===== src/rtl/axi_ar_fifo_reader.sv =====
// Purpose: pops 49-bit AR address packets from the read side of the CDC FIFO and drives them onto AXI AR.
// Latency: 1 cycle from a pop to ARVALID; back-to-back pops sustain one AR per cycle.
// Backpressure: ARREADY low holds the AR register and stops popping; committed bursts at MAX_OUTST stop popping.
module axi_ar_fifo_reader #(
  parameter int MAX_OUTST = 4,
  parameter int CNT_W     = 4
) (
  input  logic             clk,
  input  logic             rstn,
  // FIFO read side
  input  logic             fifo_not_empty,
  input  logic [48:0]      fifo_r_data,
  output logic             fifo_rd_en,
  // AXI AR channel
  output logic [7:0]       ARID,
  output logic [31:0]      ARADDR,
  output logic [3:0]       ARLEN,
  output logic [2:0]       ARSIZE,
  output logic [1:0]       ARBURST,
  output logic             ARVALID,
  input  logic             ARREADY,
  // AXI R channel, monitored only for burst retirement
  input  logic             RVALID,
  input  logic             RREADY,
  input  logic             RLAST,
  // status
  output logic [CNT_W-1:0] outstanding,
  output logic             idle
);

  // Packet layout as written by the FIFO's write side, MSB first.
  typedef struct packed {
    logic [7:0]  id;
    logic [31:0] addr;
    logic [3:0]  len;
    logic [2:0]  size;
    logic [1:0]  burst;
  } ar_pkt_t;

  typedef enum logic {
    ST_EMPTY  = 1'b0,
    ST_LOADED = 1'b1
  } state_t;

  // committed can reach MAX_OUTST (up to 15) plus one held entry, hence one extra bit.
  localparam logic [CNT_W:0]   LIMIT   = (CNT_W+1)'(MAX_OUTST);
  localparam logic [CNT_W-1:0] CNT_MAX = CNT_W'(MAX_OUTST);

  state_t           state;
  ar_pkt_t          ar_q;
  logic             ar_vld_q;
  logic [CNT_W-1:0] outst_q;

  ar_pkt_t          pkt_in;
  logic             ar_hs;
  logic             r_done;
  logic [CNT_W:0]   committed;
  logic             slot_free;
  logic             pop;

  assign pkt_in    = ar_pkt_t'(fifo_r_data);
  assign ar_hs     = ar_vld_q & ARREADY;
  assign r_done    = RVALID & RREADY & RLAST;

  // Held entry counts against the limit so the register never loads a burst we could not afford.
  assign committed = {1'b0, outst_q} + {{CNT_W{1'b0}}, ar_vld_q};
  assign slot_free = (committed < LIMIT);

  // r_done is intentionally left out: the R channel never reaches fifo_rd_en combinationally,
  // at the cost of one cycle of pop delay after a retirement at the limit.
  assign pop        = rstn & fifo_not_empty & (~ar_vld_q | ARREADY) & slot_free;
  assign fifo_rd_en = pop;

  // Holding register FSM: load on pop, reload on handshake+pop, drain on handshake alone.
  always_ff @(posedge clk or negedge rstn) begin
    if (!rstn) begin
      state    <= ST_EMPTY;
      ar_vld_q <= 1'b0;
      ar_q     <= '0;
    end else begin
      case (state)
        ST_EMPTY: begin
          if (pop) begin
            state    <= ST_LOADED;
            ar_vld_q <= 1'b1;
            ar_q     <= pkt_in;
          end
        end
        ST_LOADED: begin
          if (pop) begin
            // pop in LOADED implies ARREADY, so the current entry left this edge
            ar_q <= pkt_in;
          end else if (ar_hs) begin
            state    <= ST_EMPTY;
            ar_vld_q <= 1'b0;
          end
        end
        default: begin
          state    <= ST_EMPTY;
          ar_vld_q <= 1'b0;
        end
      endcase
    end
  end

  // Outstanding bursts: +1 per AR handshake, -1 per RLAST beat, saturating at both ends.
  always_ff @(posedge clk or negedge rstn) begin
    if (!rstn) begin
      outst_q <= '0;
    end else begin
      case ({ar_hs, r_done})
        2'b10: if (outst_q != CNT_MAX) outst_q <= outst_q + CNT_W'(1);
        2'b01: if (outst_q != '0)      outst_q <= outst_q - CNT_W'(1);
        default: outst_q <= outst_q;
      endcase
    end
  end

  assign ARID        = ar_q.id;
  assign ARADDR      = ar_q.addr;
  assign ARLEN       = ar_q.len;
  assign ARSIZE      = ar_q.size;
  assign ARBURST     = ar_q.burst;
  assign ARVALID     = ar_vld_q;
  assign outstanding = outst_q;
  assign idle        = ~ar_vld_q & (outst_q == '0) & ~fifo_not_empty;

  // Parameter legality: limit fits 1..15 and the counter can represent it.
  a_params: assert property (@(posedge clk)
    (MAX_OUTST >= 1) && (MAX_OUTST <= 15) && ((1 << CNT_W) > MAX_OUTST))
    else $error("axi_ar_fifo_reader: illegal MAX_OUTST/CNT_W");

  // RLAST with nothing outstanding means the slave returned a burst we never issued.
  a_no_underflow: assert property (@(posedge clk) disable iff (!rstn)
    !(r_done && (outst_q == '0)))
    else $error("axi_ar_fifo_reader: RLAST with no outstanding burst");

  // AXI requires the AR payload to stay put until accepted.
  a_ar_stable: assert property (@(posedge clk) disable iff (!rstn)
    (ar_vld_q && !ARREADY) |=> (ar_vld_q && $stable(ar_q)))
    else $error("axi_ar_fifo_reader: AR payload changed while stalled");

  // The limit gate on popping must keep the counter within range.
  a_outst_bound: assert property (@(posedge clk) disable iff (!rstn)
    outst_q <= CNT_MAX)
    else $error("axi_ar_fifo_reader: outstanding above limit");

endmodule


===== config.mk =====
export PLATFORM = sky130hd
export DESIGN_NAME = axi_ar_fifo_reader
export DESIGN_NICKNAME = d
export VERILOG_FILES = /design/src/rtl/axi_ar_fifo_reader.sv
export SDC_FILE = /design/constraint.sdc
export NUM_CORES = 1
export LEC_CHECK = 0
export ABC_CLOCK_PERIOD_IN_PS = 4500
export CAP_MARGIN = 25
export CORE_MARGIN = 1
export CORE_UTILIZATION = 45
export CTS_CLUSTER_SIZE = 30
export DETAILED_ROUTE_END_ITERATION = 8
export PLACE_DENSITY = 0.87
export SKIP_LAST_GASP = 1
export SYNTH_ARGS = -nofsm -noshare
export SYNTH_HDL_FRONTEND = slang
export SYNTH_SLANG_ARGS = --single-unit

===== constraint.sdc =====
create_clock -name clk -period 4.5 [get_ports clk]
set_clock_uncertainty 0.05 [all_clocks]
set_input_delay 0.45 -clock clk [delete_from_list [all_inputs] [get_ports clk]]
set_output_delay 0.45 -clock clk [all_outputs]
set_load 0.01 [all_outputs]

==> impl_metrics.py <==
metrics = {
    "logic_synthesis": {
        "synth_top_family_by_area": "multiplexers",
        "synth_compound_area_share_pct": 2.92,
        "synthXorXnorAreaFrac_pct": 0.352,
        "synth_top_area_share_pct": 55.3,
        "syn-num-nets": 210,
        "synthAdderAreaFrac_pct": 2.82,
        "ys.warnings.count": 0,
        "muxShareOfSynthArea_pct": 30.7,
        "avgSynthCellArea_um2": 16.7,
        "syn_inst": 149,
        "yosys_register_bits": 55,
        "synthesis.area_mm2": 0.00249,
        "synth_top_area_cell": "dfrtp_1",
        "ys_top_cells_by_area": "dfrtp_1 55%, mux2_4 29%, buf_12 4.0%",
        "ys_async_sr_fraction_pct": 100,
        "ys_seq_area_share_pct": 55.3,
        "synth_edf_count": 0,
        "synth_cell_types": 26,
        "synth_simple_gate_area_share_pct": 2.56,
        "ys.flop_type": "dfrtp_1",
    },
    "placed_design": {
        "dpl.hpwl_um": 3470,
        "io_buffers": 111,
        "dpl.cell_count": 326,
        "gp_congestion": 0.831,
    },
    "critical_path": {
        "crit_path_top_delay_cell": "clkdlybuf4s50_1",
        "path_class": "in2out",
        "critPathLaunchType": "input pin",
        "path_buf_inv": 2,
        "path_cells": "clkdlybuf4s50_1 -> a21boi_1 -> o2111a_4 -> clkdlybuf4s50_1",
        "regToRegEndpoint": "outstanding[3]",
        "path_delay_family": "buffers and inverters",
        "r2r_setup_slack_ps": 2320,
        "critPathArrivalTime_ps": 1940,
        "crit_path_frequent_cell": "clkdlybuf4s50_1",
        "reg2reg_from": "ARVALID",
        "cp_max_fo": 3,
        "end_kind": "output port",
        "r2r_cells": 7,
        "worstSetupStartpoint": "ARREADY",
        "critical_path_required_ps": 4000,
        "max_stage_delay_ps": 560,
    },
    "timing": {
        "fin_crit_ps": 2440,
        "drv_slew": 0,
        "timing.setup.tns_ps": 0,
        "rsz0062_at_grt": "no",
        "hold_viol": 0,
        "clock.fmax_ghz": 0.411,
        "maxSlewHeadroom_pct": 40.8,
        "tightest_slew_ps": 889,
        "post-route-period-util_pct": 54.1,
        "setup_viol": 0,
    },
    "power": {
        "peakVddDrop_v": 0.000321,
        "power_density_mw_per_mm2": 633,
        "p_leak_uw": 0.00164,
    },
    "clock_tree": {
        "htreeDepth": 2,
        "cts_root_buf": "clkbuf_8",
        "cts_made_buffers": 5,
        "cts_setup_buffers": 0,
        "clkSinkCount": 55,
        "postCtsResizedCells": 0,
        "clk_pin_slew_ps": 100,
        "holdBufCountCts": 0,
        "cts_tree": "yes",
        "cts_buffer_depth": 2,
        "clkLatencyLatePin_ps": 290,
    },
    "worst_hold_path": {
        "hp-class": "in2async",
    },
    "die": {
        "io_pins": 112,
        "fp-row-count": 26,
        "start_util_pct": 47.8,
        "fp.dieW_um": 76.4,
        "core_mm2": 0.00520,
        "die_area_mm2": 0.00583,
        "die_h_um": 76.4,
    },
    "global_routing": {
        "grt_max_degree": 57,
        "grt.overflow.total": 0,
        "grt_first_pass_wirelength_um": 8510,
        "grt_usage_pct": 18.6,
        "grt_pass1_vias": 1651,
        "antenna_found_initial": 0,
    },
    "routing": {
        "viasPerCell": 4.72,
        "drt_iter0_drc": 74,
        "wire_per_inst_um": 15.1,
        "wl_um": 5030,
        "antenna_left": 0,
        "num_vias": 1577,
        "drc": 0,
        "firstDrtPassIters": 4,
    },
    "final_layout": {
        "nNetsFinal": 324,
        "regArea_mm2": 0.00138,
        "final_cell_count_no_fill": 334,
        "fill_cells": 386,
        "drive_above_1_share_pct": 24.2,
        "multi_input_area_um2": 987,
        "n_antenna_cell": 0,
        "area.growth.synth_to_final_pct": 47.9,
    },
    "status": {
        "status": "completed",
    },
    "flow_run": {
        "drv_cap": 0,
    },
}
[cell usage after synthesis (2+ instances only)]
cell type / instances
inv_1: 6
ha_1: 4
mux2_2: 2
nand2_1: 3
mux2_4: 48
o21ai_0: 4
nor2_1: 4
dfrtp_1: 55
mux2i_1: 2
buf_12: 5
[flip-flops by register name, summed over array words and instances (netlist names)]
name,flops
ARADDR,32
ARID,8
ARLEN,4
outstanding,4
ARSIZE,3
ARBURST,2
ARVALID,1
state,1
[per-layer routing]
metal / share of wire [%] / track usage [%]
met1: 47 / 25.9
met2: 46 / 29.9
met3: 6.2 / 4.19
met4: 0.77 / 3.65
met5: 0 / 0
[through the flow]
step	utilization [%]	worst slack, ps	instance area, µm²	power [µW]	hold WS, ps
6_report	70.7	2060	3680	2330	280
3_3_place_gp	69.1	1830	3590	2050	394
4_1_cts	70.7	2060	3680	2350	298
2_1_floorplan	-	2290	2490	1470	104
3_5_place_dp	69.1	1770	3590	2070	410
5_1_grt	70.7	1970	3680	2470	343
[kinds of logic after synthesis]
group	after synthesis
simple gates	13
xor+xnor	1
mux	52
buf+inv	12
fa+ha+maj	5
flops	55
compound gates	11
[placed cells by master, fill, tap and decap left out, drive strengths merged, types with 2 or more instances in the layout]
master	count
clkdlybuf4s50	110
dfrtp	55
mux2	50
inv	6
clkbuf	6
nor2	4
o21ai	4
ha	4
nand2	3
buf	3
mux2i	2
a21o	2
[where the power goes]
part	total (µW)	leakage [µW]	switching [µW]	internal, µW
clock	264	0.0000412	155	109
combinational	1170	0.000932	375	795
sequential	895	0.000665	158	737
[layout make-up]
| class | count | share of cell area (%) |
|---|---|---|
| Clock inverter | 2 | 0.340 |
| Tap cell | 70 | 2.38 |
| Timing Repair Buffer | 113 | 30.5 |
| Clock buffer | 6 | 1.97 |
| Inverter | 6 | 0.612 |
| Sequential cell | 55 | 37.4 |
| Multi-Input combinational cell | 82 | 26.8 |
[how the worst max path moves through the flow]
stage / cells after the start / to
finish: 4 / fifo_rd_en
global placement: 8 / outstanding[3]
global route: 8 / outstanding[3]
detailed placement: 8 / outstanding[3]
floorplan: 7 / outstanding[3]
CTS: 4 / fifo_rd_en
No activity file was read; power rests on OpenSTA's default activity.
